[config.mk]
export PLATFORM = sky130hd
export DESIGN_NAME = sram_rw_port_ctrl
export DESIGN_NICKNAME = d
export VERILOG_FILES = /design/src/rtl/sram_ctrl_pkg.sv /design/src/rtl/sram_rw_port_ctrl.sv
export SDC_FILE = /design/constraint.sdc
export NUM_CORES = 1
export LEC_CHECK = 0
export ABC_AREA = 1
export CAP_MARGIN = 30
export CELL_PAD_IN_SITES_DETAIL_PLACEMENT = 1
export CELL_PAD_IN_SITES_GLOBAL_PLACEMENT = 2
export CORE_MARGIN = 1.5
export CORE_UTILIZATION = 18
export DETAILED_ROUTE_END_ITERATION = 6
export HOLD_SLACK_MARGIN = 0.15
export PLACE_DENSITY = 0.87
export SYNTH_ARGS = -nofsm -noshare
export SYNTH_HDL_FRONTEND = slang
export SYNTH_SLANG_ARGS = --single-unit
[constraint.sdc]
create_clock -name clock -period 1.6 [get_ports clock]
set_input_delay 0.4 -clock clock [delete_from_list [all_inputs] [get_ports clock]]
set_output_delay 0.4 -clock clock [all_outputs]
set_load 0.05 [all_outputs]
[src/rtl/sram_ctrl_pkg.sv]
// Shared types and default sizing for the SRAM read/write port controller.
// Holds the controller state enum and the default geometry constants.
// Imported by sram_rw_port_ctrl; no logic lives here.
package sram_ctrl_pkg;

    // Controller phases: zero-sweep after reset, then normal request service
    typedef enum logic {
        INIT = 1'b0,
        RUN  = 1'b1
    } state_e;

    localparam int DEF_DEPTH  = 256;
    localparam int DEF_WIDTH  = 2;
    localparam int DEF_MASK_W = 1;

endpackage

[src/rtl/sram_rw_port_ctrl.sv]
// Purpose: single-port SRAM arbiter; zero-sweeps the array after reset, then serves writes (priority) and reads.
// Latency: write/read issued to SRAM same cycle; read response 1 cycle after acceptance.
// Backpressure: both readies low during sweep; r_ready drops whenever w_valid is high. Option: SRAM_CTRL_HOLD_READ_EN.
module sram_rw_port_ctrl
    import sram_ctrl_pkg::*;
#(
    parameter int DEPTH  = DEF_DEPTH,
    parameter int WIDTH  = DEF_WIDTH,
    parameter int MASK_W = DEF_MASK_W,
    parameter int ADDR_W = 8
) (
    input  logic              clock,
    input  logic              reset,
    input  logic              w_valid,
    output logic              w_ready,
    input  logic [ADDR_W-1:0] w_addr,
    input  logic [WIDTH-1:0]  w_data,
    input  logic [MASK_W-1:0] w_mask,
    input  logic              r_valid,
    output logic              r_ready,
    input  logic [ADDR_W-1:0] r_addr,
    output logic              r_resp_valid,
    output logic [WIDTH-1:0]  r_resp_data,
    output logic              init_done,
    output logic              sram_en,
    output logic              sram_wmode,
    output logic [ADDR_W-1:0] sram_addr,
    output logic [MASK_W-1:0] sram_wmask,
    output logic [WIDTH-1:0]  sram_wdata,
    input  logic [WIDTH-1:0]  sram_rdata
);

    localparam logic [ADDR_W-1:0] LAST_ADDR = ADDR_W'(DEPTH - 1);

    state_e            state_q, state_d;
    logic [ADDR_W-1:0] cnt_q, cnt_d;
    logic              rvld_q, rvld_d;
    logic              wr_fire, rd_fire;

    // Handshakes: writes always win while running, reads only when no write is offered
    always_comb begin
        w_ready   = (state_q == RUN);
        r_ready   = (state_q == RUN) && !w_valid;
        init_done = (state_q == RUN);
        wr_fire   = w_valid && w_ready;
        rd_fire   = r_valid && r_ready;
    end

    // Sweep sequencing: walk every address once, stop at the top without wrapping
    always_comb begin
        state_d = state_q;
        cnt_d   = cnt_q;
        rvld_d  = rd_fire;
        if (state_q == INIT) begin
            if (cnt_q == LAST_ADDR) begin
                state_d = RUN;
            end else begin
                cnt_d = cnt_q + 1'b1;
            end
        end
    end

    // State, sweep counter and response-valid flops; reset aborts any in-flight read
    always_ff @(posedge clock or posedge reset) begin
        if (reset) begin
            state_q <= INIT;
            cnt_q   <= '0;
            rvld_q  <= 1'b0;
        end else begin
            state_q <= state_d;
            cnt_q   <= cnt_d;
            rvld_q  <= rvld_d;
        end
    end

    // SRAM port mux: sweep write, accepted write, accepted read, else fully quiet
    always_comb begin
        sram_en    = 1'b0;
        sram_wmode = 1'b0;
        sram_addr  = '0;
        sram_wmask = '0;
        sram_wdata = '0;
        if (state_q == INIT) begin
            sram_en    = 1'b1;
            sram_wmode = 1'b1;
            sram_addr  = cnt_q;
            sram_wmask = '1;
        end else if (wr_fire) begin
            sram_en    = 1'b1;
            sram_wmode = 1'b1;
            sram_addr  = w_addr;
            sram_wmask = w_mask;
            sram_wdata = w_data;
        end else if (rd_fire) begin
            sram_en    = 1'b1;
            sram_addr  = r_addr;
        end
    end

    assign r_resp_valid = rvld_q;

`ifdef SRAM_CTRL_HOLD_READ_EN
    logic [WIDTH-1:0] hold_q, hold_d;

    // Latch the SRAM output on every response so it stays visible until the next one
    always_comb begin
        hold_d      = rvld_q ? sram_rdata : hold_q;
        r_resp_data = rvld_q ? sram_rdata : hold_q;
    end

    // Held read data register
    always_ff @(posedge clock or posedge reset) begin
        if (reset) begin
            hold_q <= '0;
        end else begin
            hold_q <= hold_d;
        end
    end
`else
    // Read data is only meaningful in the response cycle; zero otherwise
    always_comb begin
        r_resp_data = rvld_q ? sram_rdata : '0;
    end
`endif

endmodule

# Word-level counts from Yosys, hierarchy flattened
# Cells that the tools add are included.
[op_classes]
addsub = 1
n_mul = 0
div = 0
order_cmp = 0
eq_ne = 1
shifts = 0
mux = 15
bitwise_logic = 2
reduce_logical = 5
[op_table]
columns = ["cell", "n"]
rows = [
  ["$mux 8", 3],
  ["$mux 1", 9],
  ["$add 8x1->8 const B", 1],
  ["$eq 8x8->1 const B", 1],
  ["$mux 2", 3],
  ["$logic_and 1x1->1", 3],
  ["$not 1->1", 2],
  ["$reduce_and 2->1", 1],
  ["$logic_not 1->1", 1],
]
[word_totals]
reg_bits = 10
latch_bits = 0
mem_bits_rw = 0
romBits = 0
input_bits = 25
out_inout_bits = 19
word_cells = 27
mem_count = 0

# Longest topological paths before layout
[depth]
depth_word = 6
ltp_mapped = 8
mapped_depth_nobuf = 8

# Worst setup path after synthesis
# Ideal clock, no wire load.
[synth_path]
path_kind = "reg2out"
from = "register state_q (netlist: init_done)"
to = "output port sram_addr[0]"
arrival_time_ns = 2.087
required_time_ns = 1.200
slack_ns = -0.887
path_stages_with_launch = 8
n_path_buf = 1
cell_sequence = "dfrtp_1 buf_6 inv_6 nor2_4 inv_2 nor2_8 nand2_1 o211ai_1"
[synth_via]
elab_chain_cells = 5
word_cells_on_any_way = 6
classes_between = "mux: 3; reduce/logical: 3"
[synth_rtl]
columns = ["item", "line", "rtl"]
rows = [
  ["start: declaration", "sram_rw_port_ctrl.sv:35", "state_e state_q, state_d;"],
  ["start signal: assignment", "sram_rw_port_ctrl.sv:70", "state_q <= state_d;"],
  ["$logic_and 1x1->1", "sram_rw_port_ctrl.sv:43", "r_ready = (state_q == RUN) && !w_valid;"],
  ["net r_ready", "sram_rw_port_ctrl.sv:20", "output logic r_ready,"],
  ["$logic_and 1x1->1", "sram_rw_port_ctrl.sv:46", "rd_fire = r_valid && r_ready;"],
  ["net rd_fire", "sram_rw_port_ctrl.sv:38", "logic wr_fire, rd_fire;"],
  ["$mux 8", "sram_rw_port_ctrl.sv:94", "end else if (rd_fire) begin"],
  ["$mux 8", "sram_rw_port_ctrl.sv:88", "end else if (wr_fire) begin"],
  ["$mux 8", "sram_rw_port_ctrl.sv:83", "if (state_q == INIT) begin"],
  ["end: declaration", "sram_rw_port_ctrl.sv:27", "output logic [ADDR_W-1:0] sram_addr,"],
]
# The timed path passes the listed nets, and every way through them passes these cells.

# Final worst setup path
[layout_path]
from = "register state_q (netlist: init_done)"
to = "output port sram_addr[3]"
[layout_via]
elab_chain_cells = 5
word_cells_on_any_way = 6
classes_between = "mux: 3; reduce/logical: 3"
[layout_rtl]
columns = ["item", "line"]
rows = [
  ["$logic_and 1x1->1", "sram_rw_port_ctrl.sv:43"],
  ["$logic_and 1x1->1", "sram_rw_port_ctrl.sv:46"],
  ["net rd_fire", "sram_rw_port_ctrl.sv:38"],
  ["$mux 8", "sram_rw_port_ctrl.sv:94"],
  ["$mux 8", "sram_rw_port_ctrl.sv:88"],
  ["$mux 8", "sram_rw_port_ctrl.sv:83"],
]
# The timed path passes the listed nets, and every way through them passes these cells.

==> metrics.txt <==
status finished, violations left; failing checks negative setup slack; Core Region 4090 µm²; synth top area cells dfrtp_1 (32%), nand2_1 (24%), inv_1 (8.1%); Die Y-Extent approximately 70 µm; Initial Utilization 19.2%; Worst Path Buf+Inv 4; warning count from the yosys run 0; row count 23; Synth Cell Area 783 µm²; drt pass-1 iters 4; total track usage 14.1%; full die area 4760 µm²; CTS clk-pin slew, worst paths 0.05 ns; area growth from synthesis to layout 123%; Tcrit/Tclk final 121%; largest net degree at the start of global routing 11; Post-synth EDFFs 0; Slowest-stage cell, CP dfrtp_2; TritonCTS Buffers 3; # DRC 0; # fillers 490; grt total ovfl 0; final worst setup slack -0.343 ns; Routed WL 3090 µm; DRT antenna net count 0; final hold violations 0; Die W 69.0 µm; WL/cell 13.5 µm; fin util 42.7%; Slew headroom 71.1%; diodes inserted 0; layout cells sized above 1 between 30 and 40%; critical path class flop to output pin; CP cell instances inv_6, nor2_4, inv_6, nor2_8, buf_12, nand2_1, o211ai_1, buf_12; post-synth top area share 31.9%; Final Cell Area about 1700 µm²; I/O pin cnt 44; Longest Clk Path Bufs 2; Worst EP required 1.20 ns; max-slew violation count 0; CTS tree yes; CP arrival 1.54 ns; Layout Nets 205; Pwr Total 659 µW; clk root buf clkbuf_8; CP max FO 6; synthesized instance count 117; final hold slack 0.451 ns; Sink Count 10; synth unique cells 24; post-synthesis net count 143; worst hold-check path type input pin to async pin; final RePlAce weighted congestion 0.811; worst skew pair latency 0.25 ns; Worst path top cell family by delay buffers and inverters; Iteration-0 DRC Markers 7; Worst Setup Start Kind flop; PortBufs 43; worst slew pin tran 0.432 ns; global-route wire length before repair 4780 µm; Primary FF master, synth dfrtp_1; register bit total from synthesis 10; Placed Cells incl. Taps between 200 and 250; Achievable Freq 0.515 GHz; Power Density 378 nW/µm²; H-tree depth 1; sequential-to-total area share from yosys stat 31.9%; vias in the first global route 1018; Reg area 251 µm²; syn avg cell area 6.69 µm²; via count 961; number of vias per cell 4.21; crit path capture type output pin; RSZ-0062 raised after global routing yes; Post-DP HPWL ~2300 µm; initial antenna violation count 0; Async SR Flop Fraction 100%; clk_skew ~0.0020 ns; P_leak 0.867 nW; dpl cell area 1560 µm²; setup violators final 12; non-filler instance count after layout 228; largest area contributor in the netlist dfrtp_1; Multi-input gate area 519 µm²; Max-Cap Viols 0; Max IR drop VDD 0.260 mV; Tmin final 1.94 ns; crit-path max cell delay 0.41 ns
## cell usage in the layout (no fill, tap or decap), drive strengths merged
master         Yosys  final
nand2             54     54
buf                2     33
clkdlybuf4s50      0     22
inv               20     20
nor2              12     12
dfrtp             10     10
nand3              7      7
clkbuf             0      7
o211ai             4      4
o21ai              2      2
xnor2              1      1
a21oi              1      1
nand4              1      1
nand3b             1      1
xor2               1      1
ha                 1      1
dlygate4sd2        0      1
## worst register-to-register path: stages, from the launching register on
cell and delay (ns):
dfrtp_2 0.44, inv_6 0.07, buf_4 0.10, buf_4 0.16, nand2_1 0.13, nor2_2 0.19
nand4_1 0.13, nand2_1 0.11, inv_1 0.04
## logic make-up (layout without fill, tap and decap cells)
family                     after synthesis  count (layout)  share of synthesized area, %
DFF                                     10              10                          31.9
and+or+nand+nor                         75              75                          45.5
xor gates and xnor gates                 2               2                          2.24
adders and majority gates                1               1                          1.60
AOI/OAI and AO/OA                        7               7                          5.75
buffers and inverters                   22              83                          12.9
## through the flow
step	setup slack [ns]	setup TNS, ns
3_3_place_gp	-0.471	-4.47
3_5_place_dp	-0.531	-5.04
2_1_floorplan	-0.695	-4.98
4_1_cts	-0.333	-2.40
5_1_grt	-0.418	-3.46
6_report	-0.343	-2.81
## power by group
| group | internal (mW) | leakage [nW] | switching, mW |
|---|---|---|---|
| Clock | 0.217 | 0.0288 | 0.112 |
| Combinational | 0.0517 | 0.715 | 0.0249 |
| Sequential | 0.253 | 0.124 | 0 |
| Total | 0.522 | 0.867 | 0.137 |
## area by class of cell
class / instances / area share (%)
Multi-Input combinational cell: 85 / 29.7
Clock buffer: 4 / 3.15
Timing Repair Buffer: 59 / 43.8
Tap cell: 50 / 3.58
Inverter: 20 / 5.30
Sequential cell: 10 / 14.4
## synth_stat cells (2+ instances only)
master and instances:
inv_1 17, nor2_4 2, o21ai_0 2, dfrtp_1 10
nor2_1 8, nand3_1 7, o211ai_1 4, nand2_1 51
## worst paths after layout
kind	start	endpoint	slack [ns]	cells after the start
min reg2reg	cnt_q[5]$_DFFE_PP0P_	cnt_q[5]$_DFFE_PP0P_	0.56	2
max in group asynchronous	reset	init_done$_DFF_PP0_	0.83	2
min in group clock	cnt_q[5]$_DFFE_PP0P_	cnt_q[5]$_DFFE_PP0P_	0.56	2
max	init_done$_DFF_PP0_	sram_addr[3]	-0.34	8
max reg2reg	init_done$_DFF_PP0_	cnt_q[7]$_DFFE_PP0P_	0.13	8
min	reset	cnt_q[3]$_DFFE_PP0P_	0.45	2
## routing by layer
layer / share of wire (%) / GRT usage [%] / wire, µm
met2: 56 / 27.2 / 1740
met4: 1.7 / 5.88 / 53
met1: 37 / 14.7 / 1150
met5: 0 / 0 / 0
met3: 4.7 / 2.60 / 144
## registers in the layout, summed over array words and instances, names as in the netlist
| signal | cells |
|---|---|
| r_resp_valid | 1 |
| init_done | 1 |
| cnt_q | 8 |
## what timing repair did
item / in CTS / in global routing
pin swaps: 5 / 2
setup endpoints to repair: 14 / 14
buffers inserted: 8 / 3
hold endpoints to repair: 0 / 0
hold buffers: 0 / 0
resized for setup: 13 / 12
gates cloned: 0 / 0
Power figures use the tool's default switching activity.
